[src/rtl/procesador_multiciclo.sv]
// Multi-cycle RV32I core: FETCH/DECODE/EXECUTE/MEM/WB FSM over IR, A, B, ALUOut and MDR holding registers.
// Optional 64-bit cycle/instret counters are built when PROCESADOR_PERF_CNT_EN is defined.
module procesador_multiciclo #(
  parameter logic [31:0]              RESET_PC        = 32'h0000_0000,
  parameter int unsigned              MEM_WAIT_CYCLES = 0,
  parameter int unsigned              WAIT_W          = 4,
  parameter int unsigned              IMEM_WORDS      = 64,
  parameter int unsigned              DMEM_WORDS      = 64,
  parameter logic [IMEM_WORDS*32-1:0] PROGRAM         = '0
) (
  input  logic        Clk,
  input  logic        Rst,
  input  logic        Stall,
  output logic [31:0] Out_PC,
  output logic [2:0]  State,
  output logic        Retire,
  output logic [31:0] Retire_pc,
  output logic        Halted,
  output logic [63:0] Cycle_count,
  output logic [63:0] Instret_count
);

  localparam int unsigned IAW = $clog2(IMEM_WORDS);
  localparam int unsigned DAW = $clog2(DMEM_WORDS);
  localparam logic [WAIT_W-1:0] WAIT_LAST = WAIT_W'(MEM_WAIT_CYCLES);

  localparam logic [6:0] OP_R      = 7'b0110011;
  localparam logic [6:0] OP_I      = 7'b0010011;
  localparam logic [6:0] OP_LOAD   = 7'b0000011;
  localparam logic [6:0] OP_STORE  = 7'b0100011;
  localparam logic [6:0] OP_BRANCH = 7'b1100011;
  localparam logic [6:0] OP_JAL    = 7'b1101111;
  localparam logic [6:0] OP_JALR   = 7'b1100111;
  localparam logic [6:0] OP_LUI    = 7'b0110111;
  localparam logic [6:0] OP_AUIPC  = 7'b0010111;
  localparam logic [6:0] OP_SYSTEM = 7'b1110011;

  typedef enum logic [2:0] {
    S_FETCH   = 3'd0,
    S_DECODE  = 3'd1,
    S_EXECUTE = 3'd2,
    S_MEM     = 3'd3,
    S_WB      = 3'd4,
    S_HALTED  = 3'd5
  } state_t;

  typedef enum logic [3:0] {
    ALU_ADD, ALU_SUB, ALU_SLL, ALU_SLT, ALU_SLTU, ALU_XOR,
    ALU_SRL, ALU_SRA, ALU_OR, ALU_AND, ALU_PASSB
  } alu_op_t;

  typedef enum logic [1:0] {WB_ALU, WB_MDR, WB_PC4} wb_src_t;

  state_t            state_q, state_d;
  logic [31:0]       pc_q, pc_d;
  logic [31:0]       ir_q, ir_d;
  logic [31:0]       a_q, a_d;
  logic [31:0]       b_q, b_d;
  logic [31:0]       alu_out_q, alu_out_d;
  logic [31:0]       mdr_q, mdr_d;
  logic              taken_q, taken_d;
  logic [WAIT_W-1:0] wait_cnt_q, wait_cnt_d;

  logic [31:0] rf   [32];
  logic [31:0] dmem [DMEM_WORDS];

  // ---------------- control unit ----------------
  logic [6:0] opcode;
  logic [2:0] funct3;
  logic [4:0] rs1, rs2, rd;
  logic       ru_wr, a_sel_pc, b_sel_imm;
  logic       is_load, is_store, is_branch, is_jal, is_jalr, is_system;
  alu_op_t    alu_op;
  wb_src_t    wb_src;

  assign opcode = ir_q[6:0];
  assign funct3 = ir_q[14:12];
  assign rs1    = ir_q[19:15];
  assign rs2    = ir_q[24:20];
  assign rd     = ir_q[11:7];

  always_comb begin
    ru_wr     = 1'b0;
    a_sel_pc  = 1'b0;
    b_sel_imm = 1'b0;
    is_load   = 1'b0;
    is_store  = 1'b0;
    is_branch = 1'b0;
    is_jal    = 1'b0;
    is_jalr   = 1'b0;
    is_system = 1'b0;
    alu_op    = ALU_ADD;
    wb_src    = WB_ALU;
    case (opcode)
      OP_R, OP_I: begin
        ru_wr     = 1'b1;
        b_sel_imm = (opcode == OP_I);
        case (funct3)
          3'b000:  alu_op = (opcode == OP_R && ir_q[30]) ? ALU_SUB : ALU_ADD;
          3'b001:  alu_op = ALU_SLL;
          3'b010:  alu_op = ALU_SLT;
          3'b011:  alu_op = ALU_SLTU;
          3'b100:  alu_op = ALU_XOR;
          3'b101:  alu_op = ir_q[30] ? ALU_SRA : ALU_SRL;
          3'b110:  alu_op = ALU_OR;
          default: alu_op = ALU_AND;
        endcase
      end
      OP_LOAD: begin
        ru_wr = 1'b1; b_sel_imm = 1'b1; is_load = 1'b1; wb_src = WB_MDR;
      end
      OP_STORE:  begin b_sel_imm = 1'b1; is_store = 1'b1; end
      OP_BRANCH: begin a_sel_pc = 1'b1; b_sel_imm = 1'b1; is_branch = 1'b1; end
      OP_JAL: begin
        ru_wr = 1'b1; a_sel_pc = 1'b1; b_sel_imm = 1'b1; is_jal = 1'b1; wb_src = WB_PC4;
      end
      OP_JALR: begin
        ru_wr = 1'b1; b_sel_imm = 1'b1; is_jalr = 1'b1; wb_src = WB_PC4;
      end
      OP_LUI:    begin ru_wr = 1'b1; b_sel_imm = 1'b1; alu_op = ALU_PASSB; end
      OP_AUIPC:  begin ru_wr = 1'b1; a_sel_pc = 1'b1; b_sel_imm = 1'b1; end
      OP_SYSTEM: is_system = 1'b1;
      default: ;
    endcase
  end

  // ---------------- immediate generator ----------------
  logic [31:0] imm;
  always_comb begin
    case (opcode)
      OP_STORE:         imm = {{20{ir_q[31]}}, ir_q[31:25], ir_q[11:7]};
      OP_BRANCH:        imm = {{19{ir_q[31]}}, ir_q[31], ir_q[7], ir_q[30:25], ir_q[11:8], 1'b0};
      OP_LUI, OP_AUIPC: imm = {ir_q[31:12], 12'b0};
      OP_JAL:           imm = {{11{ir_q[31]}}, ir_q[31], ir_q[19:12], ir_q[20], ir_q[30:21], 1'b0};
      default:          imm = {{20{ir_q[31]}}, ir_q[31:20]};
    endcase
  end

  // ---------------- ALU ----------------
  logic [31:0] alu_a, alu_b, alu_res;
  assign alu_a = a_sel_pc  ? pc_q : a_q;
  assign alu_b = b_sel_imm ? imm  : b_q;

  always_comb begin
    case (alu_op)
      ALU_SUB:   alu_res = alu_a - alu_b;
      ALU_SLL:   alu_res = alu_a << alu_b[4:0];
      ALU_SLT:   alu_res = {31'b0, $signed(alu_a) < $signed(alu_b)};
      ALU_SLTU:  alu_res = {31'b0, alu_a < alu_b};
      ALU_XOR:   alu_res = alu_a ^ alu_b;
      ALU_SRL:   alu_res = alu_a >> alu_b[4:0];
      ALU_SRA:   alu_res = $signed(alu_a) >>> alu_b[4:0];
      ALU_OR:    alu_res = alu_a | alu_b;
      ALU_AND:   alu_res = alu_a & alu_b;
      ALU_PASSB: alu_res = alu_b;
      default:   alu_res = alu_a + alu_b;
    endcase
  end

  // ---------------- branch unit ----------------
  logic br_cond, next_pc_src;
  always_comb begin
    case (funct3)
      3'b000:  br_cond = (a_q == b_q);
      3'b001:  br_cond = (a_q != b_q);
      3'b100:  br_cond = ($signed(a_q) <  $signed(b_q));
      3'b101:  br_cond = ($signed(a_q) >= $signed(b_q));
      3'b110:  br_cond = (a_q <  b_q);
      3'b111:  br_cond = (a_q >= b_q);
      default: br_cond = 1'b0;
    endcase
  end
  assign next_pc_src = is_jal | is_jalr | (is_branch & br_cond);

  // ---------------- memories ----------------
  logic [31:0]    imem_rdata;
  logic [DAW-1:0] dm_idx;
  logic [31:0]    dm_rdata, dm_wdata, ld_shift, ld_data;
  logic [3:0]     dm_be;
  logic           mem_last, dm_wr;

  assign imem_rdata = PROGRAM[{pc_q[IAW+1:2], 5'b00000} +: 32];
  assign dm_idx     = alu_out_q[DAW+1:2];
  assign dm_rdata   = dmem[dm_idx];
  assign ld_shift   = dm_rdata >> {alu_out_q[1:0], 3'b000};
  assign mem_last   = (wait_cnt_q == WAIT_LAST);
  assign dm_wr      = (state_q == S_MEM) && mem_last && is_store && !Rst;

  always_comb begin
    case (funct3)
      3'b000:  ld_data = {{24{ld_shift[7]}}, ld_shift[7:0]};
      3'b001:  ld_data = {{16{ld_shift[15]}}, ld_shift[15:0]};
      3'b100:  ld_data = {24'b0, ld_shift[7:0]};
      3'b101:  ld_data = {16'b0, ld_shift[15:0]};
      default: ld_data = dm_rdata;
    endcase
  end

  always_comb begin
    case (funct3)
      3'b000: begin
        dm_be    = 4'b0001 << alu_out_q[1:0];
        dm_wdata = {4{b_q[7:0]}};
      end
      3'b001: begin
        dm_be    = alu_out_q[1] ? 4'b1100 : 4'b0011;
        dm_wdata = {2{b_q[15:0]}};
      end
      default: begin
        dm_be    = 4'b1111;
        dm_wdata = b_q;
      end
    endcase
  end

  always_ff @(posedge Clk) begin
    if (dm_wr) begin
      for (int i = 0; i < 4; i++)
        if (dm_be[i]) dmem[dm_idx][i*8 +: 8] <= dm_wdata[i*8 +: 8];
    end
  end

  // ---------------- register file ----------------
  logic [31:0] rs1_data, rs2_data, wb_data, pc_plus4;
  logic        rf_we;

  assign pc_plus4 = pc_q + 32'd4;
  assign rs1_data = (rs1 == 5'd0) ? 32'd0 : rf[rs1];
  assign rs2_data = (rs2 == 5'd0) ? 32'd0 : rf[rs2];
  assign rf_we    = (state_q == S_WB) && ru_wr && (rd != 5'd0) && !Rst;

  always_comb begin
    case (wb_src)
      WB_MDR:  wb_data = mdr_q;
      WB_PC4:  wb_data = pc_plus4;
      default: wb_data = alu_out_q;
    endcase
  end

  always_ff @(posedge Clk) begin
    if (rf_we) rf[rd] <= wb_data;
  end

  // ---------------- sequencing FSM ----------------
  always_comb begin
    state_d    = state_q;
    pc_d       = pc_q;
    ir_d       = ir_q;
    a_d        = a_q;
    b_d        = b_q;
    alu_out_d  = alu_out_q;
    mdr_d      = mdr_q;
    taken_d    = taken_q;
    wait_cnt_d = wait_cnt_q;
    case (state_q)
      S_FETCH: begin
        if (!Stall) begin
          ir_d    = imem_rdata;
          state_d = S_DECODE;
        end
      end
      S_DECODE: begin
        a_d     = rs1_data;
        b_d     = rs2_data;
        state_d = is_system ? S_HALTED : S_EXECUTE;
      end
      S_EXECUTE: begin
        alu_out_d = alu_res;
        taken_d   = next_pc_src;
        if (is_load || is_store) begin
          wait_cnt_d = '0;
          state_d    = S_MEM;
        end else begin
          state_d = S_WB;
        end
      end
      S_MEM: begin
        if (!mem_last) begin
          wait_cnt_d = wait_cnt_q + 1'b1;
        end else begin
          if (is_load) mdr_d = ld_data;
          state_d = S_WB;
        end
      end
      S_WB: begin
        // JALR targets drop bit 0; other targets are already even.
        pc_d    = taken_q ? {alu_out_q[31:1], alu_out_q[0] & ~is_jalr} : pc_plus4;
        state_d = S_FETCH;
      end
      S_HALTED: state_d = S_HALTED;
      default:  state_d = S_FETCH;
    endcase
  end

  always_ff @(posedge Clk) begin
    if (Rst) begin
      state_q    <= S_FETCH;
      pc_q       <= RESET_PC;
      ir_q       <= '0;
      a_q        <= '0;
      b_q        <= '0;
      alu_out_q  <= '0;
      mdr_q      <= '0;
      taken_q    <= 1'b0;
      wait_cnt_q <= '0;
    end else begin
      state_q    <= state_d;
      pc_q       <= pc_d;
      ir_q       <= ir_d;
      a_q        <= a_d;
      b_q        <= b_d;
      alu_out_q  <= alu_out_d;
      mdr_q      <= mdr_d;
      taken_q    <= taken_d;
      wait_cnt_q <= wait_cnt_d;
    end
  end

  assign Out_PC    = pc_q;
  assign State     = state_q;
  assign Retire    = (state_q == S_WB);
  assign Retire_pc = pc_q;
  assign Halted    = (state_q == S_HALTED);

  // ---------------- performance counters ----------------
`ifdef PROCESADOR_PERF_CNT_EN
  logic [63:0] cycle_cnt_q, cycle_cnt_d, instret_cnt_q, instret_cnt_d;

  always_comb begin
    cycle_cnt_d   = cycle_cnt_q + 64'd1;
    instret_cnt_d = instret_cnt_q;
    if (Retire) instret_cnt_d = instret_cnt_q + 64'd1;
  end

  always_ff @(posedge Clk) begin
    if (Rst) begin
      cycle_cnt_q   <= '0;
      instret_cnt_q <= '0;
    end else begin
      cycle_cnt_q   <= cycle_cnt_d;
      instret_cnt_q <= instret_cnt_d;
    end
  end

  assign Cycle_count   = cycle_cnt_q;
  assign Instret_count = instret_cnt_q;
`else
  assign Cycle_count   = 64'd0;
  assign Instret_count = 64'd0;
`endif

endmodule

[config.mk]
export PLATFORM = sky130hd
export DESIGN_NAME = procesador_multiciclo
export DESIGN_NICKNAME = d
export VERILOG_FILES = /design/src/rtl/procesador_multiciclo.sv
export SDC_FILE = /design/constraint.sdc
export NUM_CORES = 1
export LEC_CHECK = 0
export ABC_CLOCK_PERIOD_IN_PS = 4400
export CELL_PAD_IN_SITES_DETAIL_PLACEMENT = 1
export CELL_PAD_IN_SITES_GLOBAL_PLACEMENT = 1
export CORE_MARGIN = 4
export CORE_UTILIZATION = 27
export CTS_BUF_LIST = sky130_fd_sc_hd__clkbuf_4
export DETAILED_ROUTE_END_ITERATION = 10
export HOLD_SLACK_MARGIN = 0.15
export PLACE_DENSITY_LB_ADDON = 0.1
export SYNTH_ARGS = -nofsm -noshare
export SYNTH_HDL_FRONTEND = slang
export SYNTH_SLANG_ARGS = --single-unit
[constraint.sdc]
create_clock -name Clk -period 4.4 [get_ports Clk]
set_input_delay 1.1 -clock Clk [delete_from_list [all_inputs] [get_ports Clk]]
set_output_delay 1.1 -clock Clk [all_outputs]
set_load 0.01 [all_outputs]
==> results of run 1 <==
-- state kept, by name, indices dropped and copies added, names as in the netlist --
| signal | count |
|---|---|
| Out_PC | 30 |
| wait_cnt_q | 4 |
| State | 3 |
-- synth_stat cells --
library cell  number  area, um^2
buf_4            162        1220
dfxtp_1           37         741
a21oi_1           26         130
nor2_1            14        52.6
nand3_1           13        65.1
o21ai_0           12        60.1
inv_1             10        37.5
nand2_1           10        37.5
or4_1             10        75.1
o31ai_1            9        67.6
or3_1              8        50.1
xnor2_1            7        61.3
nand4_1            6        37.5
clkbuf_1           5        18.8
and4_1             4        35.0
nor3_1             4        20.0
or3_2              4        30.0
and3_1             3        18.8
ha_1               3        37.5
xor2_1             3        26.3
buf_6              2        22.5
nor4_1             2        12.5
or4_4              2        22.5
a211oi_1           1        7.51
a311oi_1           1        8.76
and3_2             1        7.51
buf_1              1        3.75
buf_2              1        5.00
conb_1             1        3.75
mux2_2             1        11.3
mux2i_1            1        10.0
nand3b_1           1        7.51
nor2b_1            1        6.26
or2_2              1        6.26
or3b_1             1        8.76
-- power breakdown --
| group | switching [mW] | leakage [nW] | internal, mW |
|---|---|---|---|
| Sequential | 0.00459 | 0.298 | 0.338 |
| Combinational | 0.0702 | 0.863 | 0.0134 |
| Clock | 0.119 | 0.0292 | 0.0643 |
-- kinds of logic (layout without fill, tap and decap cells) --
group,count (synthesis),after routing
AOI/OAI and AO/OA,49,49
xor gates and xnor gates,10,10
adders and majority gates,3,3
buffers and inverters,181,85
DFF,37,37
muxes,2,2
other,1,132
and+or+nand+nor,85,85
-- worst min-delay path: cells and delay by family (launching register included) --
| kind | cells | cell delay, ns |
|---|---|---|
| compound gates | 2 | 0.13 |
| flops | 1 | 0.35 |
-- worst max-delay path by stage --
stage	from	end	slack, ns
finish	State[2]	Retire	1.19
global route	State[2]	Retire	1.04
CTS	State[2]	Retire	1.17
detailed placement	State[2]	Retire	1.60
global placement	Rst	Out_PC[7]	1.60
floorplan	State[2]	Retire	2.21
-- metal layers --
layer	global-route usage	part of all wire	up-vias
li1	-	-	1020
met1	0.125	0.42	990
met2	0.167	0.48	108
met3	0.0390	0.097	5
met4	0.0240	0.0091	0
met5	0	0	-
-- final cells by class --
cell class,instances,area [um^2],share of cell area
clock buffers,6,45.0,0.0146
flip-flops and latches,37,741,0.240
clock inverters,1,3.75,0.00122
multi-input cells,281,1410,0.457
inverters,10,37.5,0.0122
repair buffers,68,678,0.220
well taps,136,170,0.0552
==> impl_metrics.py, run 1 <==
metrics = {
    "outcome": {
        "status": "complete, no violations",
    },
    "setup_path": {
        "worstSetupPathType": "reg -> out",
        "critPathRequiredTime_ns": 3.30,
        "crit_fanout": 11,
        "rrSetupSlack_ns": 1.76,
        "end_kind": "primary output",
        "worst-path-stages": 3,
        "crit_path_cell_trace": "or3b_1, inv_1, clkdlybuf4s50_1",
        "startpoint_type": "flip-flop",
        "critPathArrivalTime_ns": 2.11,
        "critPathMaxStageDelay_ns": 0.58,
        "reg2reg_depth": 4,
        "cp.buffers_inverters": 2,
        "path_delay_family": "buffers and inverters",
        "worst_r2r_endpoint": "Out_PC[30]",
        "cp_slowest_cell": "clkdlybuf4s50_1",
        "r2r-start": "State[2]",
    },
    "pwr": {
        "vdd_ir_drop_max_v": 0.0000793,
        "p_leak_nw": 1.19,
        "power.density_nw_per_um2": 198,
        "power_mw": 0.610,
    },
    "min_path": {
        "worstHoldStart": "Out_PC[31]",
        "min_path_type": "reg -> reg",
        "hold-path-endpoint": "Out_PC[31]",
        "hold_path_depth": 2,
    },
    "floorplanning": {
        "die_width_um": 113,
        "core_um2": 10500,
        "start_util": 0.282,
        "rows": 37,
        "design.die.area_um2": 12700,
        "ioPinCount": 200,
        "fp.dieH_um": 113,
    },
    "clock_network": {
        "cts_tree": "yes",
        "ctsResizeCount": 0,
        "clockBufferDepth": 2,
        "post-cts-setup-buffer-count": 0,
        "root_buffer": "clkbuf_4",
        "path_clk_slew_ns": 0.12,
        "cts.htree.levels": 2,
        "cts.sink_count": 37,
        "cts_made_buffers": 5,
        "clk-insertion-delay-late_ns": 0.35,
        "postCtsHoldBufs": 0,
    },
    "place": {
        "dp.cells": 532,
        "portBuffers": 67,
        "gp_congestion": 0.676,
        "dp_hpwl_um": 5310,
        "placed_area_um2": 3040,
        "post-place-ws_ns": 1.60,
    },
    "layout": {
        "final_cell_mix": "conb_1 (132), clkdlybuf4s50_1 (67), dfxtp_1 (37)",
        "final_area_um2": 3080,
        "layout_commonest_cell": "conb_1",
        "diodes": 0,
        "nFillCells": 1315,
        "final_cells": 539,
        "area_growth_pct": 4.14,
        "final_nets": 409,
        "final_util": 0.293,
        "drive_gt1_frac": 0.0397,
    },
    "routing": {
        "drt_iter0_drc": 68,
        "drc": 0,
        "vias": 2123,
        "post_drt_wl_per_cell_um": 12.7,
        "vias_per_cell": 3.94,
        "drt-total-wl_um": 6830,
        "firstDrtPassIters": 4,
        "ant_nets": 0,
    },
    "synthesis": {
        "netlist_area_um2": 2960,
        "syn-mean-instance-area_um2": 8.05,
        "yosys_warnings": 0,
        "synth_mux_area_frac": 0.00718,
        "seq_area_frac_synth": 0.250,
        "synth_xor_xnor_area_share": 0.0296,
        "synth_fa_ha_area_frac": 0.0127,
        "synth_top_family_by_area": "buffers and inverters",
        "ys_ff_latch": 37,
        "synth_compound_area_frac": 0.0925,
        "synth.distinct_cells": 35,
        "synth-simple-area-share": 0.166,
        "postSynthCellCount": 368,
    },
    "global_route": {
        "grt_overflow": 0,
        "grt_use_total": 0.101,
        "antenna_found_initial": 0,
        "grt_first_pass_wirelength_um": 10500,
        "first_global_vias": 1963,
        "grt_max_degree": 25,
    },
    "sta": {
        "rsz0062_at_grt": "no",
        "tns_ns": 0,
        "fmax_mhz": 312,
        "final_max_slew_viol_count": 0,
        "slew_headroom": 0.398,
        "postLayoutSetupSlackWorst_ns": 1.19,
        "finalCritPeriodShare": 0.729,
        "finalClockSkew_ns": 0.0131,
        "timing.final.hold_violations": 0,
        "whs_ns": 0.509,
        "period_minus_slack_ns": 3.21,
        "tightest_slew_ns": 0.901,
        "setup_viol": 0,
    },
    "run": {
        "maxCapViolations": 0,
    },
}
No activity file was read; power rests on OpenSTA's default activity.
==> inputs of run 2 (changes only) <==
- ABC_CLOCK_PERIOD_IN_PS: 4400 -> 3000
- CORE_UTILIZATION: 27 -> 25
- clock period: 4.4 -> 3 ns (I/O delays scaled with it)
==> impl_metrics.py, run 2 (same netlist as run 1, synthesis figures left out) <==
metrics = {
    "pwr": {
        "p_leak_nw": 1.21,
        "vdd_ir_drop_max_v": 0.000179,
        "power.density_nw_per_um2": 315,
        "power_mw": 0.987,
    },
    "layout": {
        "final_util": 0.272,
        "layout_commonest_cell": "conb_1",
        "largest_reg_flops": 30,
        "nFillCells": 1441,
        "final_nets": 409,
        "final_cell_mix": "conb_1 (132), clkdlybuf4s50_1 (67), dfxtp_1 (37)",
        "area_growth_pct": 5.87,
        "diodes": 0,
        "drive_gt1_frac": 0.0421,
    },
    "setup_path": {
        "r2r-start": "State[2]",
        "startpoint_type": "flip-flop",
        "critPathRequiredTime_ns": 2.25,
        "crit_fanout": 11,
        "critPathArrivalTime_ns": 2.08,
        "critical_path.startpoint": "State[2]",
        "worstSetupPathType": "reg -> out",
        "end_kind": "primary output",
    },
    "clock_network": {
        "clockBufferDepth": 2,
        "root_buffer": "clkbuf_4",
        "postCtsHoldBufs": 0,
        "cts.sink_count": 37,
        "path_clk_slew_ns": 0.12,
        "cts.htree.levels": 2,
        "cts_tree": "yes",
        "post-cts-setup-buffer-count": 0,
        "cts_made_buffers": 5,
        "clk-insertion-delay-late_ns": 0.35,
        "ctsResizeCount": 0,
    },
    "routing": {
        "ant_nets": 0,
        "vias": 2119,
        "post_drt_wl_per_cell_um": 12.6,
        "drc": 0,
        "drt-total-wl_um": 6880,
        "drt_iter0_drc": 50,
        "firstDrtPassIters": 4,
        "vias_per_cell": 3.87,
    },
    "global_route": {
        "grt_first_pass_wirelength_um": 10100,
        "grt_overflow": 0,
        "grt_use_total": 0.0930,
        "grt_max_degree": 39,
        "first_global_vias": 2007,
        "antenna_found_initial": 0,
    },
    "sta": {
        "tns_ns": 0,
        "fmax_mhz": 353,
        "tightest_slew_ns": 0.526,
        "setup_viol": 0,
        "rsz0062_at_grt": "no",
        "period_minus_slack_ns": 2.83,
        "final_max_slew_viol_count": 0,
        "timing.final.hold_violations": 0,
        "finalClockSkew_ns": 0.0192,
        "slew_headroom": 0.649,
        "whs_ns": 0.511,
        "finalCritPeriodShare": 0.944,
    },
    "floorplanning": {
        "ioPinCount": 200,
        "core_um2": 11500,
        "design.die.area_um2": 13700,
        "start_util": 0.257,
        "fp.dieH_um": 117,
        "die_width_um": 117,
        "rows": 39,
    },
    "place": {
        "portBuffers": 67,
        "dp_hpwl_um": 5230,
        "gp_congestion": 0.704,
    },
    "outcome": {
        "status": "complete, no violations",
    },
    "run": {
        "maxCapViolations": 0,
    },
    "min_path": {
        "worstHoldStart": "Out_PC[31]",
        "min_path_type": "reg -> reg",
    },
}
-- run 2: area by class of cell --
type                            instances  area [um^2]  share of cell area
Multi-Input combinational cell        281         1410               0.449
Clock inverter                          2         33.8              0.0108
Clock buffer                            6         45.0              0.0144
Inverter                               10         37.5              0.0120
Timing Repair Buffer                   68          691               0.220
Sequential cell                        37          741               0.236
Tap cell                              143          179              0.0571
-- run 2: critical path: stages (launching register included) --
cell and delay, ns:
dfxtp_1 0.42, or3b_1 0.52, inv_1 0.22, clkdlybuf4s50_1 0.57
-- run 2: stage by stage --
stage,std cells,setup slack (ns),instance area (um^2)
2_1_floorplan,499,0.828,3450
3_3_place_gp,539,0.473,3060
3_5_place_dp,539,0.358,3060
4_1_cts,547,0.117,3140
5_1_grt,547,0.0158,3140
6_report,547,0.169,3140
-- run 2: path summary, 6_finish.rpt --
| path | slack (ns) | end | depth (start not counted) |
|---|---|---|---|
| setup / recovery | 0.17 | Retire | 3 |
| setup reg to reg | 0.38 | Out_PC[30] | 4 |
| hold / removal | 0.51 | Out_PC[31] | 2 |
| hold reg to reg | 0.51 | Out_PC[31] | 2 |
-- run 2: where the power goes --
part	total, mW	internal (mW)	switching [mW]
Clock	0.360	0.183	0.177
Combinational	0.124	0.0214	0.103
Sequential	0.503	0.496	0.00672
-- run 2: per-layer routing --
layer,wire [um],up-vias,part of all wire,global-route usage
li1,-,1015,-,-
met1,2780,997,0.40,0.111
met2,3460,102,0.50,0.163
met3,586,5,0.085,0.0262
met4,47,0,0.0068,0.0252
met5,0,-,0,0
